<file path="src/rtl/btn_pkg.sv">
// btn_pkg: shared types and helpers for the button pulse array.
//   btn_state_t : per-channel FSM state (IDLE/PULSE/HOLD/RPT), 2-bit encoding
//   rep_width() : bit width of the repeat down-counter
package btn_pkg;

    typedef enum logic [1:0] {
        IDLE  = 2'd0,
        PULSE = 2'd1,
        HOLD  = 2'd2,
        RPT   = 2'd3
    } btn_state_t;

    function automatic int rep_width(input int delay, input int period);
        return $clog2((delay > period ? delay : period) + 1);
    endfunction

endpackage

</file>
<file path="src/rtl/button_pulse_array_if.sv">
// button_pulse_array_if: button bundle between the raw pins and the conditioned strobes.
//   isign  : raw asynchronous button levels, 1 = pressed (driven by master)
//   osign  : one-cycle press/repeat pulses (driven by slave)
//   olevel : debounced levels (driven by slave)
interface button_pulse_array_if #(
    parameter int CHANNELS = 4
);
    logic [CHANNELS-1:0] isign;
    logic [CHANNELS-1:0] osign;
    logic [CHANNELS-1:0] olevel;

    modport master (output isign, input osign, olevel);
    modport slave  (input isign, output osign, olevel);
endinterface

</file>
<file path="src/rtl/btn_chan.sv">
// btn_chan: one button channel - 2-flop sync, debounce, press pulse FSM, optional hold-to-repeat.
//   clk    : system clock
//   reset  : synchronous, active-high
//   isign  : raw button level
//   osign  : registered one-cycle pulse per press (and per repeat)
//   olevel : registered debounced level
// Hold-to-repeat is built only when BTN_AUTOREPEAT_EN is defined.
module btn_chan
    import btn_pkg::*;
#(
    parameter int DEB_CYCLES    = 4,
    parameter int REPEAT_DELAY  = 500,
    parameter int REPEAT_PERIOD = 100
) (
    input  logic clk,
    input  logic reset,
    input  logic isign,
    output logic osign,
    output logic olevel
);
    localparam int DW = $clog2(DEB_CYCLES + 1);

    logic          s1, s2;
    logic [DW-1:0] cnt;
    btn_state_t    state, state_n;

    // The level flips on the edge that completes DEB_CYCLES consecutive disagreeing samples.
    always_ff @(posedge clk) begin
        if (reset) begin
            s1     <= 1'b0;
            s2     <= 1'b0;
            cnt    <= '0;
            olevel <= 1'b0;
        end else begin
            s1 <= isign;
            s2 <= s1;
            if (s2 == olevel) begin
                cnt <= '0;
            end else if (cnt == DW'(DEB_CYCLES - 1)) begin
                olevel <= s2;
                cnt    <= '0;
            end else begin
                cnt <= cnt + DW'(1);
            end
        end
    end

`ifdef BTN_AUTOREPEAT_EN
    localparam int RW = rep_width(REPEAT_DELAY, REPEAT_PERIOD);

    logic [RW-1:0] rep, rep_n;

    always_ff @(posedge clk) begin
        if (reset) begin
            state <= IDLE;
            rep   <= '0;
            osign <= 1'b0;
        end else begin
            state <= state_n;
            rep   <= rep_n;
            osign <= (state_n == PULSE) || (state_n == RPT);
        end
    end

    // HOLD lasts load+1 cycles, so loading N-2 puts the next pulse exactly N cycles on.
    always_comb begin
        state_n = IDLE;
        rep_n   = rep;
        case (state)
            IDLE: state_n = olevel ? PULSE : IDLE;
            PULSE: begin
                state_n = olevel ? HOLD : IDLE;
                rep_n   = RW'(REPEAT_DELAY - 2);
            end
            HOLD: begin
                state_n = !olevel ? IDLE : (rep == '0 ? RPT : HOLD);
                rep_n   = (rep == '0) ? rep : rep - RW'(1);
            end
            RPT: begin
                state_n = olevel ? HOLD : IDLE;
                rep_n   = RW'(REPEAT_PERIOD - 2);
            end
            default: state_n = IDLE;
        endcase
    end
`else
    always_ff @(posedge clk) begin
        if (reset) begin
            state <= IDLE;
            osign <= 1'b0;
        end else begin
            state <= state_n;
            osign <= (state_n == PULSE);
        end
    end

    always_comb begin
        state_n = IDLE;
        case (state)
            IDLE:    state_n = olevel ? PULSE : IDLE;
            PULSE:   state_n = olevel ? HOLD : IDLE;
            HOLD:    state_n = olevel ? HOLD : IDLE;
            default: state_n = IDLE;
        endcase
    end
`endif

endmodule

</file>
<file path="src/rtl/button_pulse_array.sv">
// button_pulse_array: multi-channel button conditioner built from independent btn_chan copies.
//   clk          : system clock
//   reset        : synchronous, active-high
//   bus.isign    : raw button levels (CHANNELS bits)
//   bus.osign    : one-cycle press/repeat pulses (CHANNELS bits)
//   bus.olevel   : debounced levels (CHANNELS bits)
// Define BTN_AUTOREPEAT_EN to enable hold-to-repeat pulses.
module button_pulse_array #(
    parameter int CHANNELS      = 4,
    parameter int DEB_CYCLES    = 4,
    parameter int REPEAT_DELAY  = 500,
    parameter int REPEAT_PERIOD = 100
) (
    input logic                 clk,
    input logic                 reset,
    button_pulse_array_if.slave bus
);
    for (genvar i = 0; i < CHANNELS; i++) begin : g_chan
        btn_chan #(
            .DEB_CYCLES   (DEB_CYCLES),
            .REPEAT_DELAY (REPEAT_DELAY),
            .REPEAT_PERIOD(REPEAT_PERIOD)
        ) u_chan (
            .clk   (clk),
            .reset (reset),
            .isign (bus.isign[i]),
            .osign (bus.osign[i]),
            .olevel(bus.olevel[i])
        );
    end

endmodule

</file>
<file path="src/flat_wrapper.sv">
// flat-port wrapper written by rule: the top's interface ports become plain ports
module button_pulse_array_flat 
#(
    parameter int CHANNELS      = 4,
    parameter int DEB_CYCLES    = 4,
    parameter int REPEAT_DELAY  = 500,
    parameter int REPEAT_PERIOD = 100
)
  (clk, reset, bus_isign, bus_osign, bus_olevel);
  button_pulse_array_if #(.CHANNELS(CHANNELS)) bus_i ();
  input logic clk;
  input logic reset;
  input wire logic [$bits(bus_i.isign)-1:0] bus_isign;
  output wire logic [$bits(bus_i.osign)-1:0] bus_osign;
  output wire logic [$bits(bus_i.olevel)-1:0] bus_olevel;
  assign bus_i.isign = bus_isign;
  assign bus_osign = bus_i.osign;
  assign bus_olevel = bus_i.olevel;
  button_pulse_array #(.CHANNELS(CHANNELS), .DEB_CYCLES(DEB_CYCLES), .REPEAT_DELAY(REPEAT_DELAY), .REPEAT_PERIOD(REPEAT_PERIOD)) u_core (.clk(clk), .reset(reset), .bus(bus_i));
endmodule
</file>
<file path="config.mk">
export PLATFORM = sky130hd
export DESIGN_NAME = button_pulse_array_flat
export DESIGN_NICKNAME = d
export VERILOG_FILES = /design/src/rtl/btn_pkg.sv /design/src/rtl/button_pulse_array_if.sv /design/src/rtl/btn_chan.sv /design/src/rtl/button_pulse_array.sv /design/src/flat_wrapper.sv
export SDC_FILE = /design/constraint.sdc
export NUM_CORES = 1
export LEC_CHECK = 0
export ABC_AREA = 1
export CORE_ASPECT_RATIO = 1.5
export CORE_UTILIZATION = 57
export DETAILED_ROUTE_END_ITERATION = 6
export DONT_BUFFER_PORTS = 1
export HOLD_SLACK_MARGIN = 0.02
export PLACE_DENSITY = 0.69
export SYNTH_ARGS = -nofsm -noshare
export SYNTH_HDL_FRONTEND = slang
export SYNTH_SLANG_ARGS = --single-unit
</file>
<file path="constraint.sdc">
create_clock -name clk -period 2.3 [get_ports clk]
set_input_delay 0.345 -clock clk [delete_from_list [all_inputs] [get_ports clk]]
set_output_delay 0.345 -clock clk [all_outputs]
set_load 0.02 [all_outputs]
</file>
==> flow_summary.yaml <==
status:
  status: "complete, no violations"
synthesis:
  synthDistinctLibCells: 16
  synthesis.nets: 195
  syn_area_um2: 1510
  yosysSeqAreaShare_pct: 47.72
  syn_avg_cell_area_um2: 8.729
  synth_cells: 173
  yosys_warnings: 0
  ys_seq_elements: 36
clock_tree:
  cts_sinks: 36
  root_buffer: "clkbuf_4"
  ctsHtreeMaxLevel: 2
  post_cts_resized: 0
  cts_buffers: 5
  cts_buffer_depth: 2
  clkTransAtPathRegs_ns: 0.10
  cts_hold_buf: 0
  cts_tree: "yes"
  clk_latency_ns: 0.33
  postCtsSetupBuffers: 0
route:
  drtIter0Drc: 21
  firstDrtPassIters: 6
  drtAntennaViolNets: 0
  vias: 925
  drc: 0
  drt-total-wl_um: 1894
  via_per_inst: 4.768
  drt-wirelength-per-cell_um: 9.763
timing:
  tightest_slew_ns: 0.3624
  hold_slack_ns: 0.07215
  fin_crit_ns: 1.229
  finalSetupTns_ns: 0
  hold_violations: 0
  max_freq_ghz: 0.8139
  finalMaxSlewViolations: 0
  grt_setup_unrepaired: "false"
  skew_ns: 0.009674
  max_slew_margin_pct: 75.80
  period_share_pct: 53.42
  setup_violations: 0
finish:
  diodes: 0
  final_common_cell: "inv_1"
  mostFrequentLayoutCells: "inv_1, nor2_1, dfxtp_1"
  num-nets-final: 192
  drive_above_1_share_pct: 10.59
  area_growth_pct: -0.5799
placed_design:
  routabilityCongestion: 0.6946
  hpwlAfterDp_um: 1441
  port_buffers: 0
grt:
  grt_use_total_pct: 17.14
  grt_max_degree: 18
  grt_overflow: 0
  grt_pass1_vias: 951
  grt_pass1_wl_um: 3532
  grt_antenna_before_repair: 0
power:
  powerDensity_nw_per_um2: 638.9
  leakagePower_nw: 0.6987
  ir_drop_v: 0.0005385
hold_path:
  worstHoldStart: "reset"
  hold_path.class: "input port to flip-flop"
  hold_end: "u_core.g_chan[2].u_chan.s1"
  holdPathStages: 1
critical_path:
  required_ns: 1.96
  crit_type: "flip-flop to primary output"
  rrSetupSlack_ns: 1.16
  arrival_ns: 0.88
  r2r_end: "u_core.g_chan[3].u_chan.cnt[2]"
  endpoint_kind: "primary output"
  cp-start-kind: "flip-flop"
  r2r_cells: 5
  cp_max_fo: 6
  timing.rr.start: "u_core.g_chan[3].u_chan.cnt[0]"
floorplanning:
  dieArea_um2: 2863
  rows: 22
  core_um2: 2477
  io_pins: 14
  die_width_um: 44.03
  initial_core_util_pct: 60.96
  die_y_um: 65.04
job:
  drv_cap: 0
[cells by family after synthesis]
kind of cell / synth area share (%)
AND/OR/NAND/NOR: 21.38
buffers and inverters: 16.32
flip-flops: 47.72
adder cells (fa/ha/maj): 13.26
AO/OA/AOI/OAI: 1.326
[where the power goes]
part           switching [mW]  internal (mW)
sequential            0.00409          0.632
clock                   0.190          0.112
combinational          0.0120        0.00946
total                   0.206          0.754
[cell type report]
| cell class | instances | area (um^2) |
|---|---|---|
| Sequential cell | 36 | 720.7 |
| Clock inverter | 1 | 5.005 |
| Clock buffer | 6 | 41.29 |
| Fill cell | 228 | 975.9 |
| Multi-Input combinational cell | 86 | 543.0 |
| Inverter | 41 | 161.4 |
| Tap cell | 24 | 30.03 |
[synth_stat cells (all sizes together)]
cell / count / area share [%]
dfxtp: 36 / 48
nand3: 6 / 3.3
nand2: 16 / 4.1
clkbuf: 1 / 0.91
nor2: 40 / 12
o21ai: 4 / 1.3
ha: 16 / 13
inv: 41 / 11
buf: 9 / 4.7
nor3: 4 / 2.0
[worst reg2reg max path, stage by stage (launching register included)]
cell     delay (ns)
dfxtp_1        0.32
ha_1           0.20
ha_1           0.25
nor2_4         0.12
nand3_2        0.10
nor2_1         0.09
[through the flow]
step	worst slack (ns)	instances	utilization [%]	area (um^2)	power [mW]
floorplan	1.263	173	-	1510	0.6769
finish	1.071	194	60.61	1501	0.9593
detailed placement	1.166	187	58.74	1455	0.6723
CTS	1.054	194	60.61	1501	0.9770
global route	1.007	194	60.61	1501	1.009
global placement	1.204	187	58.74	1455	0.6709
[sequential cells by signal, summed over array words and instances (netlist names)]
signal / count
u_core.g_chan.u_chan.olevel: 4
u_core.g_chan.u_chan.osign: 4
u_core.g_chan.u_chan.s1: 4
u_core.g_chan.u_chan.s2: 4
u_core.g_chan.u_chan.cnt: 12
u_core.g_chan.u_chan.state: 8
[worst max path at each step]
stage / start / to / depth (start not counted)
finish: u_core.g_chan[0].u_chan.olevel / bus_olevel[0] / 0
detailed placement: u_core.g_chan[3].u_chan.cnt[0] / u_core.g_chan[3].u_chan.cnt[0] / 5
global placement: u_core.g_chan[3].u_chan.cnt[0] / u_core.g_chan[3].u_chan.cnt[2] / 5
floorplan: u_core.g_chan[0].u_chan.cnt[0] / u_core.g_chan[0].u_chan.cnt[0] / 5
global route: u_core.g_chan[0].u_chan.olevel / bus_olevel[0] / 0
CTS: u_core.g_chan[0].u_chan.olevel / bus_olevel[0] / 0
[metal layers]
metal | up-vias | track usage (%) | routed length [um]
met3 | 5 | 6.964 | 93
li1 | 495 | - | -
met1 | 410 | 14.95 | 734
met4 | 0 | 9.091 | 47
met2 | 15 | 31.43 | 1019
met5 | - | 0 | 0
Note: power is estimated with default switching activity, not from simulation.
